**src/rtl/mem_arb_pkg.sv**
```systemverilog
`default_nettype none
// ============================================================================
// Module      : mem_arb_pkg
// Description : Shared types and defaults for the main-memory arbiter:
//               width defaults, FSM state encoding and requester ids.
// Revision    : 1.0 - initial release
// ============================================================================
package mem_arb_pkg;

    localparam int ADDR_W_DEF = 20;
    localparam int LINE_W_DEF = 128;
    // Countdown width; covers LATENCY up to 15.
    localparam int CNT_W      = 4;

    typedef enum logic [1:0] {
        IDLE = 2'd0,
        BUSY = 2'd1,
        DONE = 2'd2
    } state_t;

    typedef enum logic {
        REQ_IC = 1'b0,
        REQ_DC = 1'b1
    } req_id_t;

endpackage : mem_arb_pkg
`default_nettype wire

```
**src/rtl/mem_arb_pick.sv**
```systemverilog
`default_nettype none
// ============================================================================
// Module      : mem_arb_pick
// Description : Grant selection between icache and dcache requests.
//               Build option MEM_ARB_RR_EN: round-robin on ties using a
//               last-granted pointer; otherwise dcache has fixed priority.
// Revision    : 1.0 - initial release
// ============================================================================
module mem_arb_pick
    import mem_arb_pkg::*;
(
    input  logic    clk,
    input  logic    reset,
    input  logic    i_ic_req,
    input  logic    i_dc_req,
    input  logic    i_take,     // grant is being accepted this cycle
    output req_id_t o_grant
);

`ifdef MEM_ARB_RR_EN
    req_id_t r_last;

    // Remember who won the most recent grant; reset favours icache next.
    always_ff @(posedge clk) begin
        if (reset) begin
            r_last <= REQ_DC;
        end else if (i_take) begin
            r_last <= o_grant;
        end
    end

    // On a tie serve whoever was not granted last.
    always_comb begin
        o_grant = REQ_IC;
        if (i_ic_req && i_dc_req) begin
            if (r_last == REQ_DC) begin
                o_grant = REQ_IC;
            end else begin
                o_grant = REQ_DC;
            end
        end else if (i_dc_req) begin
            o_grant = REQ_DC;
        end
    end
`else
    // Fixed priority needs no state.
    logic w_unused_pick;
    assign w_unused_pick = &{1'b0, clk, reset, i_take};

    // dcache wins whenever it is requesting.
    always_comb begin
        o_grant = REQ_IC;
        if (i_dc_req) begin
            o_grant = REQ_DC;
        end
    end
`endif

endmodule : mem_arb_pick
`default_nettype wire

```
**src/rtl/mem_arbiter.sv**
```systemverilog
`default_nettype none
// ============================================================================
// Module      : mem_arbiter
// Description : Sequencer sharing one main-memory port between icache
//               refills and dcache refills/writebacks, with a fixed access
//               latency. Build option MEM_ARB_RR_EN selects round-robin
//               arbitration (see mem_arb_pick).
// Revision    : 1.0 - initial release
// ============================================================================
module mem_arbiter
    import mem_arb_pkg::*;
#(
    parameter int LATENCY = 5,
    parameter int ADDR_W  = ADDR_W_DEF,
    parameter int LINE_W  = LINE_W_DEF
) (
    input  logic              clk,
    input  logic              reset,
    input  logic              ic_req,
    input  logic [ADDR_W-1:0] ic_addr,
    output logic              ic_ack,
    output logic [LINE_W-1:0] ic_rdata,
    input  logic              dc_req,
    input  logic              dc_we,
    input  logic [ADDR_W-1:0] dc_addr,
    input  logic [LINE_W-1:0] dc_wdata,
    output logic              dc_ack,
    output logic [LINE_W-1:0] dc_rdata,
    output logic [ADDR_W-1:0] mem_rd_addr,
    output logic [ADDR_W-1:0] mem_wr_addr,
    output logic [LINE_W-1:0] mem_wdata,
    output logic              mem_we,
    input  logic [LINE_W-1:0] mem_rdata,
    output logic              busy
);

    localparam logic [CNT_W-1:0] C_CNT_LOAD = CNT_W'(LATENCY - 1);

    state_t            r_state;
    state_t            w_state_nxt;
    logic [CNT_W-1:0]  r_cnt;
    req_id_t           r_id;
    logic              r_we;
    logic [ADDR_W-1:0] r_addr;
    logic [LINE_W-1:0] r_wdata;
    logic [LINE_W-1:0] r_ic_rdata;
    logic [LINE_W-1:0] r_dc_rdata;

    logic              w_any_req;
    logic              w_take;
    logic              w_last_beat;
    req_id_t           w_grant;
    logic [ADDR_W-1:0] w_sel_addr;
    logic              w_unused_lsbs;

    assign w_any_req  = ic_req | dc_req;
    assign w_sel_addr = (w_grant == REQ_DC) ? dc_addr : ic_addr;
    // Low word bits are dropped: every access is line aligned.
    assign w_unused_lsbs = ^w_sel_addr[1:0];

    mem_arb_pick u_pick (
        .clk      (clk),
        .reset    (reset),
        .i_ic_req (ic_req),
        .i_dc_req (dc_req),
        .i_take   (w_take),
        .o_grant  (w_grant)
    );

    // State register.
    always_ff @(posedge clk) begin
        if (reset) begin
            r_state <= IDLE;
        end else begin
            r_state <= w_state_nxt;
        end
    end

    // Next-state decode plus the per-state strobes (ack, write enable, busy).
    always_comb begin
        w_state_nxt = r_state;
        w_take      = 1'b0;
        w_last_beat = 1'b0;
        mem_we      = 1'b0;
        ic_ack      = 1'b0;
        dc_ack      = 1'b0;
        busy        = 1'b0;
        case (r_state)
            IDLE: begin
                if (w_any_req) begin
                    w_take      = 1'b1;
                    w_state_nxt = BUSY;
                end
            end
            BUSY: begin
                busy = 1'b1;
                if (r_cnt == '0) begin
                    w_last_beat = 1'b1;
                    mem_we      = r_we;
                    w_state_nxt = DONE;
                end
            end
            DONE: begin
                busy        = 1'b1;
                ic_ack      = (r_id == REQ_IC);
                dc_ack      = (r_id == REQ_DC);
                w_state_nxt = IDLE;
            end
            default: begin
                w_state_nxt = IDLE;
            end
        endcase
    end

    // Request latch, latency countdown and read-data capture.
    always_ff @(posedge clk) begin
        if (reset) begin
            r_cnt      <= '0;
            r_id       <= REQ_DC;
            r_we       <= 1'b0;
            r_addr     <= '0;
            r_wdata    <= '0;
            r_ic_rdata <= '0;
            r_dc_rdata <= '0;
        end else begin
            if (w_take) begin
                r_id    <= w_grant;
                r_we    <= (w_grant == REQ_DC) && dc_we;
                r_addr  <= {w_sel_addr[ADDR_W-1:2], 2'b00};
                r_wdata <= (w_grant == REQ_DC) ? dc_wdata : '0;
                r_cnt   <= C_CNT_LOAD;
            end else if ((r_state == BUSY) && (r_cnt != '0)) begin
                r_cnt <= r_cnt - CNT_W'(1);
            end
            if (w_last_beat && !r_we) begin
                if (r_id == REQ_IC) begin
                    r_ic_rdata <= mem_rdata;
                end else begin
                    r_dc_rdata <= mem_rdata;
                end
            end
        end
    end

    // Memory port is driven straight from the latch; the write side is a line index.
    assign mem_rd_addr = r_addr;
    assign mem_wr_addr = {2'b00, r_addr[ADDR_W-1:2]};
    assign mem_wdata   = r_wdata;
    assign ic_rdata    = r_ic_rdata;
    assign dc_rdata    = r_dc_rdata;

endmodule : mem_arbiter
`default_nettype wire
```
**config.mk**
```make
export PLATFORM = sky130hd
export DESIGN_NAME = mem_arbiter
export DESIGN_NICKNAME = d
export VERILOG_FILES = /design/src/rtl/mem_arb_pkg.sv /design/src/rtl/mem_arb_pick.sv /design/src/rtl/mem_arbiter.sv
export SDC_FILE = /design/constraint.sdc
export NUM_CORES = 1
export LEC_CHECK = 0
export ABC_AREA = 1
export BUFFER_PORTS_ARGS = -buffer_cell sky130_fd_sc_hd__buf_4
export CORE_AREA = 2 2 285 287
export CTS_CLUSTER_SIZE = 25
export DETAILED_ROUTE_END_ITERATION = 8
export DIE_AREA = 0 0 287 289
export GPL_ROUTABILITY_DRIVEN = 0
export GPL_TIMING_DRIVEN = 0
export PLACE_DENSITY = 0.54
export SYNTH_ARGS = -nofsm -noshare
export SYNTH_HDL_FRONTEND = slang
export SYNTH_SLANG_ARGS = --single-unit
```
**constraint.sdc**
```tcl
create_clock -name clk -period 2.3 [get_ports clk]
set_input_delay 0.23 -clock clk [delete_from_list [all_inputs] [get_ports clk]]
set_output_delay 0.23 -clock clk [all_outputs]
set_load 0.005 [all_outputs]
```
# Yosys cells after proc, flatten, opt, wreduce, memory -nomap -nowiden
# Cells that the tools add are included.
dict set report totals {
  latch_bits 0
  output_inout_bits 428
  ramBits 0
  romBits 0
  ff_bits 410
  elab_cells 46
  mem_count 0
  inputBits 301
}
dict set report op_classes {
  n_mux 17
  n_lt_le_gt_ge 0
  reduce_logical 13
  n_eq_ne 4
  div 0
  bitwise_logic 2
  n_addsub 1
  n_mul 0
  n_shift 0
}
# op n
set op_table {}
lappend op_table {{$mux 128} 1}
lappend op_table {{$mux 20} 1}
lappend op_table {{$mux 1} 10}
lappend op_table {{$mux 3} 2}
lappend op_table {{$reduce_and 2->1} 3}
lappend op_table {{$logic_not 4->1} 1}
lappend op_table {{$mux 2} 2}
lappend op_table {{$ne 2x2->1 const B} 2}
lappend op_table {{$pmux 2 s2} 1}
lappend op_table {{$reduce_bool 4->1} 1}
lappend op_table {{$reduce_or 2->1} 2}
lappend op_table {{$sub 4x1->4 const B} 1}
lappend op_table {{$logic_and 1x1->1} 3}
lappend op_table {{$eq 2x1->1 const B} 1}
lappend op_table {{$eq 2x2->1 const B} 1}
lappend op_table {{$logic_not 2->1} 1}
lappend op_table {{$reduce_bool 2->1} 1}
lappend op_table {{$logic_not 1->1} 1}
lappend op_table {{$not 1->1} 1}
lappend op_table {{$or 1x1->1} 1}

# Depth between registers and ports, before layout
# Gate-level depths: netlist (run 1).
dict set report logic_depth {
  depth_word 5
  ltp_mapped 9
  depth_no_buf 7
}

# Hierarchy
# From an unflattened synthesis (run 1), not the netlist that was laid out.
dict set report unflattened {
  cells_unflattened 2306
  area_unflattened_um2 16440.8
}
# module cells_each area_per_inst_um2 seq_area_each_um2 instances
set by_module_without_submodules {}
lappend by_module_without_submodules {mem_arbiter 2305 16433.3 8207.9 1}
lappend by_module_without_submodules {mem_arb_pick 1 7.5 0.0 1}

# Least setup slack after synthesis (run 1)
# No wires, ideal clock.
dict set report synth_timing {
  path_kind {reg2reg}
  start {register r_cnt[0]}
  end {register r_dc_rdata[114], in the netlist dc_rdata[114]}
  t_arrival_ns 1.359
  setup_ns 0.113
  path_slack_ns 0.828
  t_required_ns 2.187
  period_less_slack_ns 1.472
  stages_incl_launch_ff 10
  path_buffers 2
  cell_sequence {dfxtp_1 -> inv_1 -> ha_1 -> nand3_4 -> nor2_4 -> buf_4 -> buf_2 -> nand3_1 -> nand2_1 -> nor2_1}
}
dict set report synth_via {
  elab_chain_len 5
}
# element line
set synth_rtl {}
lappend synth_rtl {{start: declaration} mem_arbiter.sv:41} ;# logic [CNT_W-1:0] r_cnt;
lappend synth_rtl {{start signal: assignment} mem_arbiter.sv:133} ;# r_cnt <= r_cnt - CNT_W'(1);
lappend synth_rtl {{$logic_not 4->1} mem_arbiter.sv:97} ;# if (r_cnt == '0) begin
lappend synth_rtl {{$mux 1} mem_arbiter.sv:97}
lappend synth_rtl {{$mux 1} mem_arbiter.sv:88} ;# case (r_state)
lappend synth_rtl {{$logic_and 1x1->1} mem_arbiter.sv:135} ;# if (w_last_beat && !r_we) begin
lappend synth_rtl {{$reduce_and 2->1 (no line)} --}
lappend synth_rtl {{end signal: assignment} mem_arbiter.sv:139} ;# r_dc_rdata <= mem_rdata;
lappend synth_rtl {{end: declaration} mem_arbiter.sv:47} ;# logic [LINE_W-1:0] r_dc_rdata;
# No other way between the ends.
# A chain may end at the register's enable or synchronous reset.

# Worst setup path after layout (run 1)
dict set report layout_timing {
  start {register r_id}
  end {register r_ic_rdata[113], in the netlist ic_rdata[113]}
}
dict set report layout_via {
  elab_chain_len 2
}
# element line
set layout_rtl {}
lappend layout_rtl {{start: declaration} mem_arbiter.sv:42} ;# req_id_t r_id;
lappend layout_rtl {{start signal: assignment} mem_arbiter.sv:127} ;# r_id <= w_grant;
lappend layout_rtl {{$not 1->1 (no line)} --}
lappend layout_rtl {{$reduce_and 2->1 (no line)} --}
lappend layout_rtl {{end signal: assignment} mem_arbiter.sv:137} ;# r_ic_rdata <= mem_rdata;
lappend layout_rtl {{end: declaration} mem_arbiter.sv:46} ;# logic [LINE_W-1:0] r_ic_rdata;
# No other way between the ends.

==> reports/metrics.yaml, run 1 <==
status: "complete, no violations"
nFillCells: 8602
routedWlPerCell_um: 18.0
dpl.cell_count: 4086
syn_area_sq_mm: 0.0166
clk_latency_ns: 0.59
yosysMostFrequentCell: "nand2_1"
startpoint_type: "flip-flop"
async_flop_share_pct: 0
crit_path_end_kind: "flip-flop"
p_leak_nw: 13.0
finalPower_mw: 22.2
cts_root_buf: "clkbuf_16"
relSlewSlack_pct: 12.7
drt-vias-per-instance: 4.18
cts_tree: "yes"
synthFlopType: "dfxtp_1"
comb_power_share_pct: 25.3
yosysWarnings: 0
dieWidth_um: 287
use_met3_pct: 5.43
grtUsageMet2_pct: 32.8
postRouteAntennaNets: 0
path_class: "flip-flop to flip-flop"
via_count: 18600
worst_pin_slew_ns: 1.31
synth_edf_count: 0
grt_pass1_wl_um: 114000
design_area_sq_mm: 0.0277
final_nets: 3646
yosysSeqAreaShare_pct: 49.4
stdcell_count: 4443
synth_common_cells: "nand2_1, nor2_1, dfxtp_1"
cp_data_required_time_ns: 2.79
rsz0062_at_grt: "false"
fmax_mhz: 459
sw_frac_of_total_pct: 30.3
fin_crit_sh_pct: 94.7
p_int_mw: 15.5
drt_first_pass_iters: 5
place_hpwl_um: 61800
p_seq_share_pct: 37.2
ir_drop_uv: 438
grt_overflow: 0
grt.busiest_layer: "met2"
grt.met1_usage_pct: 19.8
cts.clk_slew.worst_paths_ns: 0.06
htree_levels: 2
die_area_sq_mm: 0.0829
drv_cap: 0
fin_util_pct: 34.7
clock-sinks: 410
slew_viol_final: 0
fin_tns_setup_ns: 0
finalSetupViolations: 0
antenna_found_initial: 10
hp-class: "input pin to flip-flop"
synth_cell_type_count: 26
start_util_pct: 20.8
num_rows: 104
cp_max_fo: 10
avgSynthCellArea_sq_um: 7.21
io_pins: 729
synth.top_cell.area_share_pct: 49.4
ys_seq_elements: 410
totalWireLength_um: 79900
area_growth_pct: 66.8
syn_inst: 2304
placedInstanceArea_sq_mm: 0.0233
cts_buffers: 49
fp.dieH_um: 289
p_clk_share_pct: 37.5
synth_top_cell_by_area: "dfxtp_1"
arrival_ns: 2.66
grt_usage_pct: 18.2
fin_crit_ns: 2.18
drive_above_1_share_pct: 28.1
port_buffers: 719
skew_ns: 0.0214
drcViolationCount: 0
drt_first_iter_violations: 839
p_switching_mw: 6.74
cts_buffer_depth: 3
yosys-top-cells-area: "dfxtp_1, nand2_1, nor2_1"
coreArea_sq_mm: 0.0799
p_per_area_mw_per_mm2: 802
grt_max_degree: 20
post_cts_buffers: 0
finalHoldViolations: 0
grt_pass1_vias: 18000
## state kept, by name, summed over array words and instances (netlist names)
register     cells
r_we             1
r_id             1
mem_wdata      128
ic_rdata       128
r_cnt            4
r_state          2
mem_rd_addr     18
dc_rdata       128
## power groups by stage
stage | Clock (mW) | Sequential, mW | Combinational [mW]
3_5_place_dp | 0 | 8.43 | 5.29
5_1_grt | 8.81 | 8.36 | 6.15
3_3_place_gp | 0 | 8.41 | 5.28
6_report | 8.33 | 8.28 | 5.62
4_1_cts | 8.57 | 8.28 | 5.68
2_1_floorplan | 0 | 8.42 | 2.44
## cell families (layout without fill, tap and decap cells)
family,after synthesis,count (layout),share of synthesized area [%]
AND/OR/NAND/NOR,1403,1403,34.3
flip-flops,410,410,49.4
buffers and inverters,329,1401,11.2
AO/OA/AOI/OAI,156,156,4.72
adder cells (fa/ha/maj),5,5,0.377
other,1,8,0.0226
## placed cells by master (no fill, tap or decap), types with 4 or more instances in the layout
master,count
buf_4,758
nand2_1,584
nor2_1,533
dfxtp_1,410
dlygate4sd3_1,264
nand3_1,259
inv_1,139
a21oi_1,135
clkbuf_1,66
buf_2,53
clkbuf_16,51
buf_12,22
nor2_2,20
o21ai_0,19
clkbuf_8,11
clkinv_2,11
buf_1,6
bufinv_16,6
buf_6,5
ha_1,5
diode_2,4
conb_1,4
## worst max-delay path, cell delays in order, from the launching register on
cell      delay, ns
dfxtp_1        0.30
clkbuf_8       0.16
inv_2          0.13
clkbuf_1       0.75
buf_2          0.42
nand3_1        0.16
nand2_1        0.09
nor2_1         0.04
## per-layer routing
layer  share of wire [%]  vias up
met5               0.084        -
met4                 4.4       10
met3                 8.5      144
met2                  49      714
met1                  38     8508
li1                    -     9194
## final timing paths
| path | end | from | depth (start not counted) | slack (ns) |
|---|---|---|---|---|
| max | ic_rdata[113] | r_id | 7 | 0.12 |
| min | mem_rd_addr[9] | dc_addr[9] | 5 | 0.03 |
| max reg2reg | ic_rdata[113] | r_id | 7 | 0.12 |
| min reg2reg | mem_wdata[105] | mem_wdata[105] | 2 | 0.46 |
## area by class of cell
type / instances / area [sq um] / area share, %
multi-input cells: 1568 / 6560 / 23.7
flip-flops and latches: 410 / 8210 / 29.6
plain buffers: 186 / 1320 / 4.76
well taps: 1060 / 1330 / 4.79
inverters: 142 / 533 / 1.92
diodes: 4 / 10.0 / 0.0361
clock buffers: 68 / 1440 / 5.20
clock inverters: 22 / 277 / 0.998
repair buffers: 983 / 8040 / 29.0
## through the flow
step / setup slack, ns / hold WS, ns
floorplan: 0.828 / 0.372
CTS: 0.0545 / 0.00536
detailed placement: -0.254 / 0.454
global placement: -0.249 / 0.448
global route: 0.0173 / 0.0236
finish: 0.123 / 0.0308
## timing repair
action,in CTS,in global routing
gates resized for setup,2,0
endpoints found under the setup margin,4,0
endpoints found under the hold margin,364,0
hold buffers,264,0
No activity file was read; power rests on OpenSTA's default activity.
==> run 2: changes to the inputs <==
- RECOVER_POWER: unset -> 50
==> reports/metrics.yaml, run 2 (same netlist as run 1, synthesis figures left out) <==
status: "complete, no violations"
fp.dieH_um: 289
fmax_mhz: 458
slew_viol_final: 0
grt_usage_pct: 18.2
num_rows: 104
drive_above_1_share_pct: 21.6
die_area_sq_mm: 0.0829
hp-class: "input pin to flip-flop"
cp_data_required_time_ns: 2.79
clock-sinks: 410
fin_tns_setup_ns: 0
relSlewSlack_pct: 17.4
dp_slack_ns: -0.254
hold_start: "mem_rdata[4]"
rr_endpoint: "ic_rdata[113]"
rsz0062_at_grt: "false"
place_hpwl_um: 61800
rr_worst_depth: 7
fin_crit_sh_pct: 95.0
via_count: 18600
design_area_sq_mm: 0.0269
fin_crit_ns: 2.18
finalPower_mw: 21.9
grt_max_degree: 20
fin_util_pct: 33.6
dieWidth_um: 287
drt_first_iter_violations: 770
final_cell_mix: "nand2_1, nor2_1, dfxtp_1, buf_4, clkbuf_1"
finalSetupViolations: 0
worst-path-buf-inv: 4
path_class: "flip-flop to flip-flop"
final_common_cell: "nand2_1"
coreArea_sq_mm: 0.0799
start_util_pct: 20.8
final_nets: 3646
startpoint_type: "flip-flop"
cts_buffers: 49
regToRegStartpoint: "r_id"
crit_chain: "clkbuf_8 > inv_2 > clkbuf_1 > buf_2 > nand3_1 > nand2_1 > nor2_1"
cts_buffer_depth: 3
p_per_area_mw_per_mm2: 813
hold_end: "ic_rdata[4]"
worst_pin_slew_ns: 1.24
skew_ns: 0.0202
antenna_found_initial: 10
drcViolationCount: 0
grt_pass1_vias: 18000
r2r_slack_ns: 0.12
routedWlPerCell_um: 18.0
port_buffers: 719
drv_cap: 0
slowest_delay_ns: 0.75
cts_root_buf: "clkbuf_16"
min_path_cells: 5
clk_latency_ns: 0.59
ir_drop_uv: 438
drt_first_pass_iters: 5
grt_pass1_wl_um: 114000
placedInstanceArea_sq_mm: 0.0233
path_delay_family: "buffers and inverters"
finalHoldViolations: 0
setup_ws_ns: 0.116
post_cts_buffers: 0
drt-vias-per-instance: 4.18
arrival_ns: 2.67
grt_overflow: 0
cts.clk_slew.worst_paths_ns: 0.06
cp_max_fo: 10
htree_levels: 2
cts_tree: "yes"
crit_path_end_kind: "flip-flop"
crit_slowest_cell: "clkbuf_1"
p_leak_nw: 12.0
nFillCells: 8793
postRouteAntennaNets: 0
area_growth_pct: 61.8
io_pins: 729
totalWireLength_um: 79900
==> run 2: changes by cell type in the layout (fill, tap and decap cells not counted), sizes merged <==
cell    before  now
diode        4    5
buf        844  429
clkbuf     129  544
==> run 2: layout make-up <==
class / instances / area, sq um / share of cell area (%)
sequential: 410 / 8210 / 30.5
timing repair buffer: 983 / 7210 / 26.8
multi-input combinational: 1568 / 6560 / 24.4
clock buffer: 68 / 1440 / 5.36
tap: 1060 / 1330 / 4.93
buffer: 186 / 1320 / 4.91
inverter: 142 / 533 / 1.98
clock inverter: 22 / 277 / 1.03
antenna: 5 / 12.5 / 0.0465
==> run 2: timing repair <==
item,CTS,global route
resized for setup,2,0
hold buffers,264,0
hold endpoints to repair,364,0
setup endpoints to repair,4,0
==> run 2: worst max path at each step <==
stage / start / end / slack [ns] / cells after the start
after floorplan: r_cnt[0] / dc_rdata[114] / 0.83 / 9
after global placement: reset / ic_rdata[73] / -0.25 / 6
after detailed placement: reset / ic_rdata[73] / -0.25 / 6
after CTS: r_id / ic_rdata[113] / 0.05 / 7
after global routing: r_state[1] / dc_rdata[71] / 0.02 / 9
final: r_id / ic_rdata[113] / 0.12 / 7
==> run 2: worst register-to-register path: stages, from the launching register on <==
cell      delay, ns
dfxtp_1        0.30
clkbuf_8       0.16
inv_2          0.14
clkbuf_1       0.75
buf_2          0.44
nand3_1        0.17
nand2_1        0.09
nor2_1         0.04
==> run 2: power breakdown <==
part	switching (mW)	leakage (nW)	internal [mW]
Sequential	0.424	3.34	7.84
Clock	3.28	0.850	5.04
Combinational	3.01	7.83	2.27
==> run 2: routing by layer <==
metal / GRT usage (%) / routed length [um] / vias up
met3: 5.43 / 6420 / 151
met1: 19.8 / 30600 / 8518
met2: 32.8 / 39100 / 702
met4: 7.50 / 3650 / 8
li1: - / - / 9203
met5: 0 / 46 / -
==> run 2: per-stage QoR <==
stage / hold slack (ns) / cells
2_1_floorplan: 0.372 / 2307
3_3_place_gp: 0.448 / 4086
3_5_place_dp: 0.454 / 4086
6_report: 0.0304 / 4444
5_1_grt: 0.0236 / 4442
4_1_cts: 0.00536 / 4439
